===== config.mk =====
export PLATFORM = sky130hd
export DESIGN_NAME = scan_decoder_n
export DESIGN_NICKNAME = d
export VERILOG_FILES = /design/src/rtl/scan_decoder_n.sv
export SDC_FILE = /design/constraint.sdc
export NUM_CORES = 1
export LEC_CHECK = 0
export BUFFER_PORTS_ARGS = -buffer_cell sky130_fd_sc_hd__clkbuf_2
export CAP_MARGIN = 20
export CORE_MARGIN = 3
export CORE_UTILIZATION = 46
export CTS_BUF_LIST = sky130_fd_sc_hd__clkbuf_4 sky130_fd_sc_hd__clkbuf_8
export CTS_CLUSTER_DIAMETER = 100
export DETAILED_ROUTE_END_ITERATION = 8
export GPL_ROUTABILITY_DRIVEN = 0
export PLACE_DENSITY = 0.71
export SKIP_LAST_GASP = 1
export SLEW_MARGIN = 40
export SYNTH_ARGS = -nofsm -noshare
export SYNTH_HDL_FRONTEND = slang
export SYNTH_SLANG_ARGS = --single-unit

===== constraint.sdc =====
create_clock -name clk -period 1.35 [get_ports clk]
set_input_delay 0 -clock clk [delete_from_list [all_inputs] [get_ports clk]]
set_output_delay 0 -clock clk [all_outputs]
set_load 0.02 [all_outputs]

===== src/rtl/scan_decoder_n.sv =====
// rtl/scan_decoder_n.sv - registered active-low one-of-N scan/select decoder
//
// Purpose:
//    Drives display digit/row selects. Either decodes an external channel
//    number (direct mode) or walks all N = 2**SEL_W channels on its own
//    (auto-scan mode), spending DIV clocks on each channel.
//
// Parameters:
//    SEL_W  select/index width, N = 2**SEL_W output lines (>= 1)
//    DIV    scan-mode clocks per channel (>= 1, >= 2 with SCAN_BLANK_EN)
//
// Optional feature:
//    SCAN_BLANK_EN  when defined, every scan advance inserts one all-ones
//                   (blank) cycle ahead of the new channel to suppress
//                   ghosting; the scan period stays N*DIV.
//
// Ports:
//    clk   in   rising-edge clock
//    rst   in   asynchronous active-high reset
//    en    in   active-low enable (1 = all selects deasserted, state frozen)
//    mode  in   0 = direct decode of sel, 1 = auto-scan
//    sel   in   channel to decode in direct mode
//    b     out  registered active-low one-hot select, all ones = none
//    idx   out  registered index of the channel decoded/scanned
//    wrap  out  one-cycle pulse when the scan index wraps N-1 -> 0

module scan_decoder_n #(
   parameter int SEL_W = 2,
   parameter int DIV   = 4
) (
   input  logic                    clk,
   input  logic                    rst,
   input  logic                    en,
   input  logic                    mode,
   input  logic [SEL_W-1:0]        sel,
   output logic [(2**SEL_W)-1:0]   b,
   output logic [SEL_W-1:0]        idx,
   output logic                    wrap
);

   localparam int N  = 2**SEL_W;
   localparam int PW = (DIV > 1) ? $clog2(DIV) : 1;
   localparam logic [PW-1:0] PLAST = PW'(DIV - 1);

   logic [PW-1:0]    presc;
   logic [PW-1:0]    presc_n;
   logic [N-1:0]     b_n;
   logic [SEL_W-1:0] idx_n;
   logic             wrap_n;
   // lit = the select outputs currently show a channel. It is cleared by
   // reset and by en=1; the edge that relights the outputs does not advance
   // the prescaler, so a channel resumed after a freeze (or the first
   // channel after reset) still gets its full remaining dwell on the pads.
   logic             lit;
   logic             lit_n;

   function automatic logic [N-1:0] onecold(input logic [SEL_W-1:0] i);
      onecold = ~(N'(1) << i);
   endfunction

   always_comb begin
      b_n     = b;
      idx_n   = idx;
      presc_n = presc;
      wrap_n  = 1'b0;
      lit_n   = lit;
      if (en) begin
         // disabled: blank the pads, freeze idx and prescaler
         b_n   = '1;
         lit_n = 1'b0;
      end else if (!mode) begin
         idx_n   = sel;
         b_n     = onecold(sel);
         presc_n = '0;
         lit_n   = 1'b1;
      end else if (!lit) begin
         b_n   = onecold(idx);
         lit_n = 1'b1;
      end else if (presc == PLAST) begin
         presc_n = '0;
         idx_n   = idx + SEL_W'(1);
         wrap_n  = (idx == {SEL_W{1'b1}});
`ifdef SCAN_BLANK_EN
         b_n     = '1;
`else
         b_n     = onecold(idx + SEL_W'(1));
`endif
      end else begin
         // also relights the channel on the cycle after a blank advance
         presc_n = presc + PW'(1);
         b_n     = onecold(idx);
      end
   end

   always_ff @(posedge clk or posedge rst) begin
      if (rst) begin
         b     <= '1;
         idx   <= '0;
         presc <= '0;
         wrap  <= 1'b0;
         lit   <= 1'b0;
      end else begin
         b     <= b_n;
         idx   <= idx_n;
         presc <= presc_n;
         wrap  <= wrap_n;
         lit   <= lit_n;
      end
   end

endmodule


[After elaboration in Yosys (flattened, before gate mapping)]
Index checks and enable logic that the tools add are counted.
Cells by class
  add/sub/neg operators: 2
  equal/unequal tests: 4
  shift-type cells: 3
  muxes and demuxes: 15
  bitwise gates (word level): 4
  reductions and logical operators: 2
Operators with widths (count)
  $mux W4: 4
  $mux W2: 6
  $not A4 Y4: 3
  $shl A1 B2 Y4 const A: 3
  $mux W1: 5
  $add A2 B1 Y2 const B: 2
  $eq A2 B2 Y1 const B: 2
  $ne A2 B1 Y1 const B: 2
  $reduce_and A3 Y1: 1
  $reduce_and A2 Y1: 1
  $not A1 Y1: 1
Storage, ports and cells
  bits in registers: 10
  input bits: 6
  output and inout bits: 7
  logic and storage cells: 35

[Depth between registers and ports, before layout]
  word-level depth: 7
  depth in mapped cells: 5
  depth with buffers taken out: 5

[Least setup slack after synthesis]
OpenSTA, ideal clock, no wires.
  path kind: register to register
  start: register idx[0]
  end: register idx[1]
  library setup time: 0.130 ns
  arrival: 1.168 ns
  required time: 1.220 ns
  setup slack: 0.051 ns
  stages on the path, launching flop included: 5
  path buffers: 0
  clock period less this slack: 1.299 ns
  path through: dfrtp_1 > inv_1 > ha_1 > a41oi_1 > o22ai_1
On the way
  cells in the longest elaborated chain, start to end: 4
Ends and longest elaborated chain
  start, declared: line 37  | output logic [SEL_W-1:0] idx,
  start signal, assigned: line 104  | idx <= idx_n;
  $add A2 B1 Y2: line 81  | idx_n = idx + SEL_W'(1);
  $mux W2: line 79  | end else if (presc == PLAST) begin
  $mux W2: line 76  | end else if (!lit) begin
  $mux W2: line 71  | end else if (!mode) begin
No other way between the ends. The select of a mux whose other input is x is not followed.
A chain may end at the register's enable or synchronous reset.

[Final worst setup path]
Ends and elaborated chain as after synthesis.

==> summary.txt <==
Floorplan
  – I/O pin count: 13
  – Initial Util: 51.7%
  – Die H: 42.1 um
  – Core area: 1160 sq um
  – # rows: 12
  – Die Area: 1770 sq um
  – Die width: 42.1 um

Final layout
  – Layout Nets: 83
  – # diodes: 0
  – Area of the multi-input gates: 292 sq um
  – Layout area overhead: 14.2%
  – Sequential standard cell area: 255 sq um
  – Fillers: 97
  – Final core utilization: 59.1%
  – Fraction of layout cells with a size suffix above 1: 35.2%
  – Finished Layout Cells: 85

Run status
  – Status: finished, final reports clean

Route
  – Initial drt markers: 14
  – DR WL/cell: 13.4 um
  – DRT Pass-1 Iters: 4
  – Routed wire length: 1.14 mm
  – DRT antenna net count: 0
  – Via count: 471
  – Drc violations: 0
  – Vias/cell: 5.54

Power
  – Net Switching: 231 uW
  – Lkg Pwr: 0.328 nW
  – Power Internal: 545 uW
  – Clock share of power: 29.9%
  – Combinational Power Share: 23.1%
  – Worst vdd ir: 0.000697 V
  – Sequential Power Share: 46.9%
  – PwrDens: 1140 nW/um^2
  – Sw Share: 29.7%

Yosys
  – Distinct cells, synth: 28
  – Seq cells post-synth: 10
  – Synth top area cells: dfrtp_1 25%, dfstp_2 18%, ha_1 10%
  – Fraction of registers with async set/reset: 100%
  – Post-synthesis cell area: 598 sq um
  – Synthesized netlist net count: 69
  – Register area share after synthesis: 42.7%
  – Ys flop type: dfrtp_1
  – Synth area leader: dfrtp_1
  – Avg Inst Size Synth: 10.3 sq um
  – Gate count of the mapped netlist: 58
  – Yosys warning count: 0
  – Number of flops mapped to enable cells by yosys: 0
  – Yosys top cell area share: 25.1%

Job
  – MaxCap Viol Count: 0

Critical path
  – R2R Setup Slk: 80 ps
  – CP Data Required Time: 1490 ps
  – Critical path startpoint: idx[0]$_DFFE_PP0P_
  – WP data arrival: 1410 ps
  – Crit end category: flip-flop
  – Startpoint Class: flip-flop
  – CP Class: flip-flop to flip-flop
  – Cells on worst reg2reg path: 4
  – End of the critical path: idx[1]$_DFFE_PP0P_
  – Worst-path maximum fanout: 6
  – R2r startpoint: idx[0]$_DFFE_PP0P_
  – Critical R2R Capture: idx[1]$_DFFE_PP0P_

Timing
  – Setup violations, final: 0
  – Worst-Margin Slew: 366 ps
  – Clk_skew: 5.63 ps
  – RSZ-0062 raised after global routing: no
  – Max transition margin: 75.6%
  – Hold WS: 81.3 ps
  – Final period util: 94.0%
  – Count of pins over their slew limit: 0
  – Max Freq: 0.788 GHz
  – Final min period: 1270 ps
  – Final Worst Setup Slack: 81.4 ps
  – Setup TNS: 0 ps
  – Final Hold Viols: 0

Clocking
  – Root buf cell: clkbuf_4
  – CTS tree: built
  – Post-CTS setup buffers: 0
  – Maximum level of the CTS H-tree: 1
  – Clock-pin slew on the worst setup and hold paths: 60 ps
  – CTS Sinks: 10
  – Worst-skew pair later-pin latency: 260 ps
  – Max Root-Sink Buffers: 2
  – Num CTS Buffers: 3

Placement
  – Hpwl dp: 836 um
  – Placed cells: 80
  – Pre-CTS setup slack: 60.5 ps
  – Buffers on Ports: 12

Global route
  – Vias in the first global route: 455
  – Largest net degree at the start of global routing: 18
  – Grt ovf: 0
  – GRT Util Overall: 14.4%
  – Initial antenna violation count: 0
  – First-pass GRT wire length: 1.93 mm

Hold path
  – Hold Path Class: input pin to flip-flop
## flip-flops by register name, indices dropped and copies added, names as in the netlist
| register | count |
|---|---|
| idx | 2 |
| b | 4 |
| wrap | 1 |
| presc | 2 |
| lit | 1 |
## metrics by stage
stage / power [mW] / instance area, sq um
6_report: 0.776 / 683
4_1_cts: 0.781 / 681
5_1_grt: 0.820 / 683
2_1_floorplan: 0.499 / 598
3_5_place_dp: 0.545 / 641
3_3_place_gp: 0.537 / 641
## how the worst min path moves through the flow
stage,to,cells after the start,startpoint,slack [ps]
CTS,wrap$_DFF_PP0_,2,en,70
floorplan,idx[0]$_DFFE_PP0P_,1,rst,-160
detailed placement,lit$_DFF_PP0_,2,rst,-20
finish,b[2]$_DFF_PP1_,3,sel[1],80
global route,b[2]$_DFF_PP1_,3,sel[1],100
global placement,lit$_DFF_PP0_,2,rst,-30
## cells by family after synthesis
family / after synthesis / synth area share [%]
AND/OR/NAND/NOR: 20 / 18.0
AO/OA/AOI/OAI: 12 / 16.3
flip-flops: 10 / 42.7
buffers and inverters: 9 / 9.00
adder cells (fa/ha/maj): 5 / 10.5
multiplexers: 2 / 3.56
## worst max-delay path, stage by stage (launching register included)
cell	delay [ps]
dfrtp_1	440
inv_1	90
ha_1	300
a41oi_1	210
o22ai_1	110
## synthesized netlist by cell type, types with 2 or more instances
library cell and count:
a22o_1 2, a41oi_1 2, buf_6 2, dfrtp_1 6, dfstp_2 4, ha_1 5, inv_1 5, nand2_1 6
nand3_1 2, nor2_1 5, o22ai_1 2
## repair_timing
action / in CTS / in global routing
hold buffers: 1 / 0
endpoints found under the setup margin: 0 / 2
gates resized for setup: 0 / 1
hold endpoints to repair: 10 / 0
## power groups by stage
stage | logic (mW) | registers [mW] | clock network [mW]
floorplan | 0.118 | 0.382 | 0
global placement | 0.171 | 0.367 | 0
detailed placement | 0.177 | 0.369 | 0
CTS | 0.179 | 0.363 | 0.238
global route | 0.199 | 0.368 | 0.253
finish | 0.179 | 0.364 | 0.232
## placed cells by master (no fill, tap or decap)
cell           count
nand3_1            2
o31ai_2            1
nor2_1             5
and3b_1            1
nand2_4            1
mux2_1             1
clkbuf_4           4
mux2i_1            1
a41oi_1            2
nand4_1            1
nor3b_1            1
o22a_1             1
a311o_1            1
dlygate4sd3_1      1
inv_1              5
a21oi_1            1
ha_1               4
o22ai_1            2
clkbuf_2          12
ha_2               1
o21ai_0            1
a22o_1             2
a31o_2             1
dfstp_2            4
nor3_1             1
dfrtp_1            6
and3_4             1
nand2_1            6
nor2b_1            1
## per-layer routing
layer | wire [um] | track usage (%) | part of all wire [%]
met1 | 535 | 16.7 | 47
met2 | 533 | 24.1 | 47
met3 | 43 | 3.86 | 3.8
met4 | 29 | 7.45 | 2.5
met5 | 0 | 0 | 0
## area by class of cell
type | count | area share (%)
Tap cell | 14 | 2.56
Clock buffer | 4 | 4.40
Inverter | 5 | 2.75
Timing Repair Buffer | 13 | 10.3
Multi-Input combinational cell | 39 | 42.7
Sequential cell | 10 | 37.4
No activity file was read; power rests on OpenSTA's default activity.
